### config.mk
export PLATFORM = sky130hd
export DESIGN_NAME = wb_csr_commit
export DESIGN_NICKNAME = d
export VERILOG_FILES = /design/src/rtl/csr_commit_pkg.sv /design/src/rtl/wb_csr_commit_stable_counter.sv /design/src/rtl/wb_csr_commit.sv
export SDC_FILE = /design/constraint.sdc
export NUM_CORES = 1
export LEC_CHECK = 0
export ABC_AREA = 0
export BUFFER_PORTS_ARGS = -buffer_cell sky130_fd_sc_hd__buf_4
export CORE_AREA = 5 5 187 189
export DETAILED_ROUTE_END_ITERATION = 12
export DIE_AREA = 0 0 192 194
export GPL_ROUTABILITY_DRIVEN = 0
export PLACE_DENSITY = 0.47
export SLEW_MARGIN = 20
export SYNTH_ARGS = -nofsm -noshare
export SYNTH_HDL_FRONTEND = slang
export SYNTH_HIERARCHICAL = 1
export SYNTH_SLANG_ARGS = --single-unit
### constraint.sdc
create_clock -name clk -period 2.1 [get_ports clk]
set_input_delay 0 -clock clk [delete_from_list [all_inputs] [get_ports clk]]
set_output_delay 0 -clock clk [all_outputs]
set_load 0.05 [all_outputs]
### src/rtl/csr_commit_pkg.sv
// Shared types and constants for the WB-stage CSR commit unit and the CSR file.
// Holds the op classes, FSM state encoding, exception codes and op-class helpers.
package csr_commit_pkg;

  typedef enum logic [2:0] {
    OP_NONE    = 3'd0,
    OP_CSRRD   = 3'd1,
    OP_CSRWR   = 3'd2,
    OP_CSRXCHG = 3'd3,
    OP_ERTN    = 3'd4,
    OP_RDCNTVL = 3'd5,
    OP_RDCNTVH = 3'd6,
    OP_RDCNTID = 3'd7
  } op_e;

  typedef logic [0:0] state_e;
  localparam state_e ST_IDLE  = 1'b0;
  localparam state_e ST_REDIR = 1'b1;

  // Exception codes, shared with the CSR file's ESTAT encoding
  localparam logic [5:0] ECODE_INT  = 6'h00;
  localparam logic [5:0] ECODE_PIL  = 6'h01;
  localparam logic [5:0] ECODE_PIS  = 6'h02;
  localparam logic [5:0] ECODE_PIF  = 6'h03;
  localparam logic [5:0] ECODE_PME  = 6'h04;
  localparam logic [5:0] ECODE_PPI  = 6'h07;
  localparam logic [5:0] ECODE_ADE  = 6'h08;
  localparam logic [5:0] ECODE_ALE  = 6'h09;
  localparam logic [5:0] ECODE_SYS  = 6'h0B;
  localparam logic [5:0] ECODE_BRK  = 6'h0C;
  localparam logic [5:0] ECODE_INE  = 6'h0D;
  localparam logic [5:0] ECODE_IPE  = 6'h0E;
  localparam logic [5:0] ECODE_FPD  = 6'h0F;
  localparam logic [5:0] ECODE_TLBR = 6'h3F;

  localparam logic [8:0] ESUBCODE_ADEF = 9'h000;
  localparam logic [8:0] ESUBCODE_ADEM = 9'h001;

  function automatic logic op_reads_csr(input op_e op);
    return (op == OP_CSRRD) || (op == OP_CSRWR) || (op == OP_CSRXCHG) || (op == OP_RDCNTID);
  endfunction

  function automatic logic op_writes_csr(input op_e op);
    return (op == OP_CSRWR) || (op == OP_CSRXCHG);
  endfunction

  function automatic logic op_writes_rf(input op_e op);
    return op_reads_csr(op) || (op == OP_RDCNTVL) || (op == OP_RDCNTVH);
  endfunction

endpackage

### src/rtl/wb_csr_commit_stable_counter.sv
// Free-running stable counter read by rdcntvl/rdcntvh; wraps from all-ones to zero.
module stable_counter #(
  parameter int CNT_W = 64
) (
  input  logic             clk,
  input  logic             rst,
  output logic [CNT_W-1:0] cnt
);

  always_ff @(posedge clk) begin
    if (rst) cnt <= '0;
    else     cnt <= cnt + {{(CNT_W-1){1'b0}}, 1'b1};
  end

endmodule

### src/rtl/wb_csr_commit.sv
// WB-stage CSR commit unit: drives the CSR file port, regfile writeback, flush and fetch redirect.
// Optional feature macro CSR_CNT_EN adds the 64-bit stable counter for rdcntvl/rdcntvh.
module wb_csr_commit
  import csr_commit_pkg::*;
#(
  parameter int          CNT_W   = 64,
  parameter logic [13:0] TID_NUM = 14'h40
) (
  input  logic        clk,
  input  logic        rst,
  input  logic        in_valid,
  output logic        in_ready,
  input  logic [31:0] in_pc,
  input  logic [2:0]  in_op,
  input  logic [13:0] in_csr_num,
  input  logic [31:0] in_rj_val,
  input  logic [31:0] in_rd_val,
  input  logic        in_ex,
  input  logic [5:0]  in_ecode,
  input  logic [8:0]  in_esubcode,
  input  logic [31:0] in_vaddr,
  output logic        csr_re,
  output logic [13:0] csr_num,
  input  logic [31:0] csr_rvalue,
  output logic        csr_we,
  output logic [31:0] csr_wmask,
  output logic [31:0] csr_wvalue,
  output logic        wb_ex,
  output logic [5:0]  wb_ecode,
  output logic [8:0]  wb_esubcode,
  output logic [31:0] wb_pc,
  output logic [31:0] wb_vaddr,
  output logic        ertn_flush,
  input  logic [31:0] ex_entry,
  input  logic [31:0] ertn_pc,
  output logic        rf_we,
  output logic [31:0] rf_wdata,
  output logic        flush,
  output logic        redirect_valid,
  output logic [31:0] redirect_pc,
  input  logic        redirect_ready
);

  op_e         op;
  state_e      state;
  logic        fire;
  logic        is_ex;
  logic        commit_ok;
  logic        redirecting;
  logic [31:0] redirect_pc_nxt;
  logic [CNT_W-1:0] cnt;
  logic [31:0] cnt_lo;
  logic [31:0] cnt_hi;

  assign op = op_e'(in_op);

`ifdef CSR_CNT_EN
  stable_counter #(.CNT_W(CNT_W)) u_cnt (
    .clk (clk),
    .rst (rst),
    .cnt (cnt)
  );
`else
  assign cnt = '0;
`endif

  assign cnt_lo = cnt[31:0];
  assign cnt_hi = cnt[63:32];

  // Commit stage: everything below is combinational from in_* in the fire cycle
  assign in_ready  = (state == ST_IDLE);
  assign fire      = in_valid & in_ready & ~rst;
  assign is_ex     = fire & in_ex;
  assign commit_ok = fire & ~in_ex;

  assign csr_re     = commit_ok & op_reads_csr(op);
  assign csr_num    = fire ? ((op == OP_RDCNTID) ? TID_NUM : in_csr_num) : 14'd0;
  assign csr_we     = commit_ok & op_writes_csr(op);
  assign csr_wvalue = csr_we ? in_rd_val : 32'd0;

  always_comb begin
    csr_wmask = 32'd0;
    if (csr_we) csr_wmask = (op == OP_CSRXCHG) ? in_rj_val : 32'hFFFF_FFFF;
  end

  assign wb_ex       = is_ex;
  assign wb_ecode    = is_ex ? in_ecode    : 6'd0;
  assign wb_esubcode = is_ex ? in_esubcode : 9'd0;
  assign wb_pc       = is_ex ? in_pc       : 32'd0;
  assign wb_vaddr    = is_ex ? in_vaddr    : 32'd0;

  assign ertn_flush = commit_ok & (op == OP_ERTN);
  assign rf_we      = commit_ok & op_writes_rf(op);

  always_comb begin
    rf_wdata = 32'd0;
    if (rf_we) begin
      case (op)
        OP_RDCNTVL: rf_wdata = cnt_lo;
        OP_RDCNTVH: rf_wdata = cnt_hi;
        default:    rf_wdata = csr_rvalue;
      endcase
    end
  end

  // CSR writes refetch so a new IE/LIE value governs the next instruction
  assign redirecting = is_ex | ertn_flush | csr_we;

  always_comb begin
    redirect_pc_nxt = in_pc + 32'd4;
    if (is_ex)           redirect_pc_nxt = ex_entry;
    else if (ertn_flush) redirect_pc_nxt = ertn_pc;
  end

  assign flush          = (state == ST_REDIR) | redirecting;
  assign redirect_valid = (state == ST_REDIR);

  // Redirect stage: target held until fetch accepts it
  always_ff @(posedge clk) begin
    if (rst) begin
      state       <= ST_IDLE;
      redirect_pc <= 32'd0;
    end else begin
      case (state)
        ST_IDLE: begin
          if (redirecting) begin
            state       <= ST_REDIR;
            redirect_pc <= redirect_pc_nxt;
          end
        end
        default: begin
          if (redirect_ready) state <= ST_IDLE;
        end
      endcase
    end
  end

endmodule

# Word-level counts from Yosys, hierarchy flattened

Index checks and enable logic that the tools add are counted.
Widths: inputs -> output; s select.

Input bits: 261
Output and inout port bits: 229
Word-level logic and storage cells: 48
Flip-flop bits (word level): 33

Muxes and demuxes: 16
Eq/ne operators: 7
Reductions and logical operators: 8
Bitwise operators: 14
$add $sub $neg: 1

Operator list:

| kind                  | number |
|---|---|
| $mux 32               | 9 |
| $add 32x3->32 const B | 1 |
| $mux 14               | 2 |
| $eq 3x3->1 const B    | 4 |
| $mux 9                | 1 |
| $and 1x1->1           | 8 |
| $eq 3x2->1 const B    | 2 |
| $logic_or 1x1->1      | 6 |
| $mux 6                | 1 |
| $eq 3x1->1 const B    | 1 |
| $mux 1                | 3 |
| $not 1->1             | 3 |
| $or 1x1->1            | 3 |
| $reduce_and 2->1      | 1 |
| $reduce_or 2->1       | 1 |

# Logic depth before layout (Yosys ltp)

Word-level depth: 9
Gate-level depth with buffers: 8
Depth with buffers taken out: 6

# Worst setup path after synthesis

Ideal clock, no wire load.

Path kind: reg2out
From: reg state, in the netlist redirect_valid
To: out csr_wmask[10]
Data arrival time: 2.489 ns
Path buffers: 2
Setup slack: -0.389 ns
Data required time: 2.100 ns
Stages on the path, launching flop included: 6
Cell sequence: dfxtp_1 -> or3b_1 -> or3_1 -> buf_2 -> buf_1 -> a21oi_1

Cells in the longest elaborated chain, start to end: 6

Ends and longest elaborated chain:

| what                     | line                 | source |
|---|---|---|
| from (decl)              | wb_csr_commit.sv:45  | `state_e state;` |
| from (signal assigned)   | wb_csr_commit.sv:121 | `state <= ST_IDLE;` |
| from (signal assigned)   | wb_csr_commit.sv:127 | `state <= ST_REDIR;` |
| from (signal assigned)   | wb_csr_commit.sv:132 | `if (redirect_ready) state <= ST_IDLE;` |
| $not 1->1 (no line)      | --                   |  |
| $and 1x1->1 (2 in a row) | wb_csr_commit.sv:72  | `assign fire = in_valid & in_ready & ~rst;` |
| $and 1x1->1              | wb_csr_commit.sv:74  | `assign commit_ok = fire & ~in_ex;` |
| $and 1x1->1              | wb_csr_commit.sv:78  | `assign csr_we = commit_ok & op_writes_csr(op);` |
| $mux 32                  | wb_csr_commit.sv:83  | `if (csr_we) csr_wmask = (op == OP_CSRXCHG) ? in_rj_val : 32'hFFFF_FFFF;` |
| to (decl)                | wb_csr_commit.sv:26  | `output logic [31:0] csr_wmask,` |

No other way between the ends.

# Worst setup path after layout

From: reg state, in the netlist redirect_valid
To: out csr_wvalue[29]

Cells in the longest elaborated chain, start to end: 6

Ends and longest elaborated chain:

| what                     | line                | source |
|---|---|---|
| $not 1->1 (no line)      | --                  |  |
| $and 1x1->1 (2 in a row) | wb_csr_commit.sv:72 |  |
| $and 1x1->1              | wb_csr_commit.sv:74 |  |
| $and 1x1->1              | wb_csr_commit.sv:78 |  |
| $mux 32                  | wb_csr_commit.sv:79 | `assign csr_wvalue = csr_we ? in_rd_val : 32'd0;` |
| to (decl)                | wb_csr_commit.sv:27 | `output logic [31:0] csr_wvalue,` |

No other way between the ends.

==> metrics.txt <==
Area Overhead vs Synth 121%; async set or reset register ratio after synthesis 0; worst skew pair latency 0.28 ns; Worst Path Max Fanout 17; HP Class in -> reg; min Tclk post-route roughly 2 ns; IO buf count 489; clock buffer depth 2; endpoint type of the worst setup path output pin; via-per-instance ratio 4.09; Final period util 0.965; Final Max Tran Viols 0; type of origin of the critical path register; largest net degree at the start of global routing 60; CTS tree yes; Mean Syn Cell Area 6.66 sq um; Primary FF master, synth dfxtp_1; Seq cells post-synth 33; CP arrival 2.03 ns; Place WS about 0.22 ns; Num CTS Buffers 5; Worst-path clk slew 0.06 ns; syn nets 850; achievable frequency around 0.49 GHz; Inst Count DP roughly 1500; I/O Pins between 400 and 500; CTS Sinks 33; Lkg Pwr about 4.5 nW; Non-Filler Instances between 1500 and 2000; worst slew pin tran ~0.67 ns; peak supply drop around 0.00031 V; post-DP HPWL ~24000 microns; layout cells sized above 1 0.552; DRC Markers 0; Netlist Area Pre-Place ~4000 sq um; FP Rows between 60 and 70; first-pass GRT wire length slightly above 40000 microns; Unique masters post-synth between 50 and 60; Vias approximately 6200; required time worst endpoint roughly 2.1 ns; status finished, final reports clean; type of the worst setup path reg -> out; first drt pass iteration count 6; Antenna Diode Count 0; total power 3.06 mW; Hold Vio Cnt, Final 0; Detail Route Antenna Nets 0; Post-Syn Instances between 500 and 600; Max Cap Viol 0; CORE AREA 33100 sq um; fin util 0.261; nets around 1300; Die Y-Extent 194 microns; vias in the first global route between 6000 and 7000; Slew headroom 0.551; root buffer cell clkbuf_16; register area share after synthesis 0.169; drt wl/cell 19.5 microns; Ys Warns 6; total gr overflow 0; clock skew ~0.0046 ns; Final TNS setup 0 ns; pwr dens approximately 350 nW/um^2; die area 37200 sq um; Total Routed Length 29600 microns; H-tree levels 2; Setup WS post-layout 0.0742 ns; WHS roughly 0.008 ns; post-route cell area between 8000 and 9000 sq um; area post-placement 8430 sq um; Die Width approximately 190 microns; Initial Utilization 0.118; antenna violations before repair 0; EDFF count, synth 0; final-report setup violation count 0; DRT iter0 DRCs between 200 and 250; total track usage 0.144
-- cell families after synthesis --
logic type,share of synthesized area
compound gates,0.244
simple gates,0.427
fa+ha+maj,0.00319
buf+inv,0.106
xor+xnor,0.0514
flops,0.169
-- synth_stat cells, drive strengths merged (7+ instances only) --
cell type | n | area (sq um)
inv | 46 | 173
nand3 | 21 | 110
a21oi | 70 | 350
o21ai | 28 | 140
nand2 | 18 | 67.6
and3 | 76 | 475
or3 | 11 | 68.8
clkbuf | 40 | 150
o22ai | 13 | 81.3
xor2 | 7 | 61.3
and2 | 79 | 494
nand4 | 7 | 65.1
o221ai | 8 | 70.1
nor3 | 16 | 95.1
nor2 | 17 | 63.8
nor4 | 9 | 90.1
buf | 16 | 86.3
dfxtp | 33 | 661
xnor2 | 16 | 140
-- where the power goes --
group	switching, mW	leakage [nW]	internal, mW	total [mW]
registers	0.0255	0.271	0.670	0.695
logic	0.945	4.11	0.651	1.60
clock network	0.301	0.0700	0.467	0.768
total	1.27	4.46	1.79	3.06
-- area by class of cell --
cell class / instances / area (sq um)
flip-flops and latches: 33 / 662
multi-input cells: 451 / 3050
repair buffers: 527 / 4060
clock buffers: 7 / 143
inverters: 48 / 185
well taps: 448 / 561
fillers: 3662 / 24500
-- layout by cell type, fill, tap and decap left out, types with 13 or more instances in the layout --
master and instances:
buf_4 515, and3_1 76, and2_1 72, inv_1 44, a21oi_1 40, dfxtp_1 32
o21ai_0 26, nand3_1 20, a21oi_2 20, nand2_1 18, nor2_1 16, xnor2_1 16
o22ai_1 13, nor3_1 13
-- registers in the layout, indices dropped and copies added (netlist names) --
name / count
redirect_valid: 1
redirect_pc: 32
-- per-layer routing --
layer  vias up  share of wire  routed length [microns]  track usage
met5         -              0                        0            0
met2       266           0.49                    14500        0.253
met3        22          0.078                     2320       0.0340
li1       3033              -                        -            -
met1      2874           0.41                    12200        0.178
met4         0          0.018                      523       0.0309
-- critical path, cell delays in order, from the launching register on --
cell and delay, ns:
dfxtp_2 0.31, or3b_1 0.39, or3_4 0.43, inv_6 0.11, clkbuf_16 0.18, and2_2 0.14, buf_4 0.18
-- what timing repair did --
action	4_1_cts	5_1_grt
buffers inserted	0	1
setup endpoints to repair	53	69
gates cloned	0	1
hold endpoints to repair	3	0
hold buffers	3	0
pin swaps	0	1
gates resized for setup	3	5
-- final timing paths --
kind | from | to | slack (ns) | depth (start not counted)
hold reg to reg | redirect_pc[21]$_SDFFE_PP0P_ | redirect_pc[21]$_SDFFE_PP0P_ | 0.49 | 2
setup / recovery | redirect_valid$_SDFF_PP0_ | csr_wvalue[29] | 0.07 | 6
setup reg to reg | redirect_valid$_SDFF_PP0_ | redirect_pc[4]$_SDFFE_PP0P_ | 0.25 | 7
hold / removal | ex_entry[11] | redirect_pc[11]$_SDFFE_PP0P_ | 0.008 | 3
Note: power is estimated with default switching activity, not from simulation.
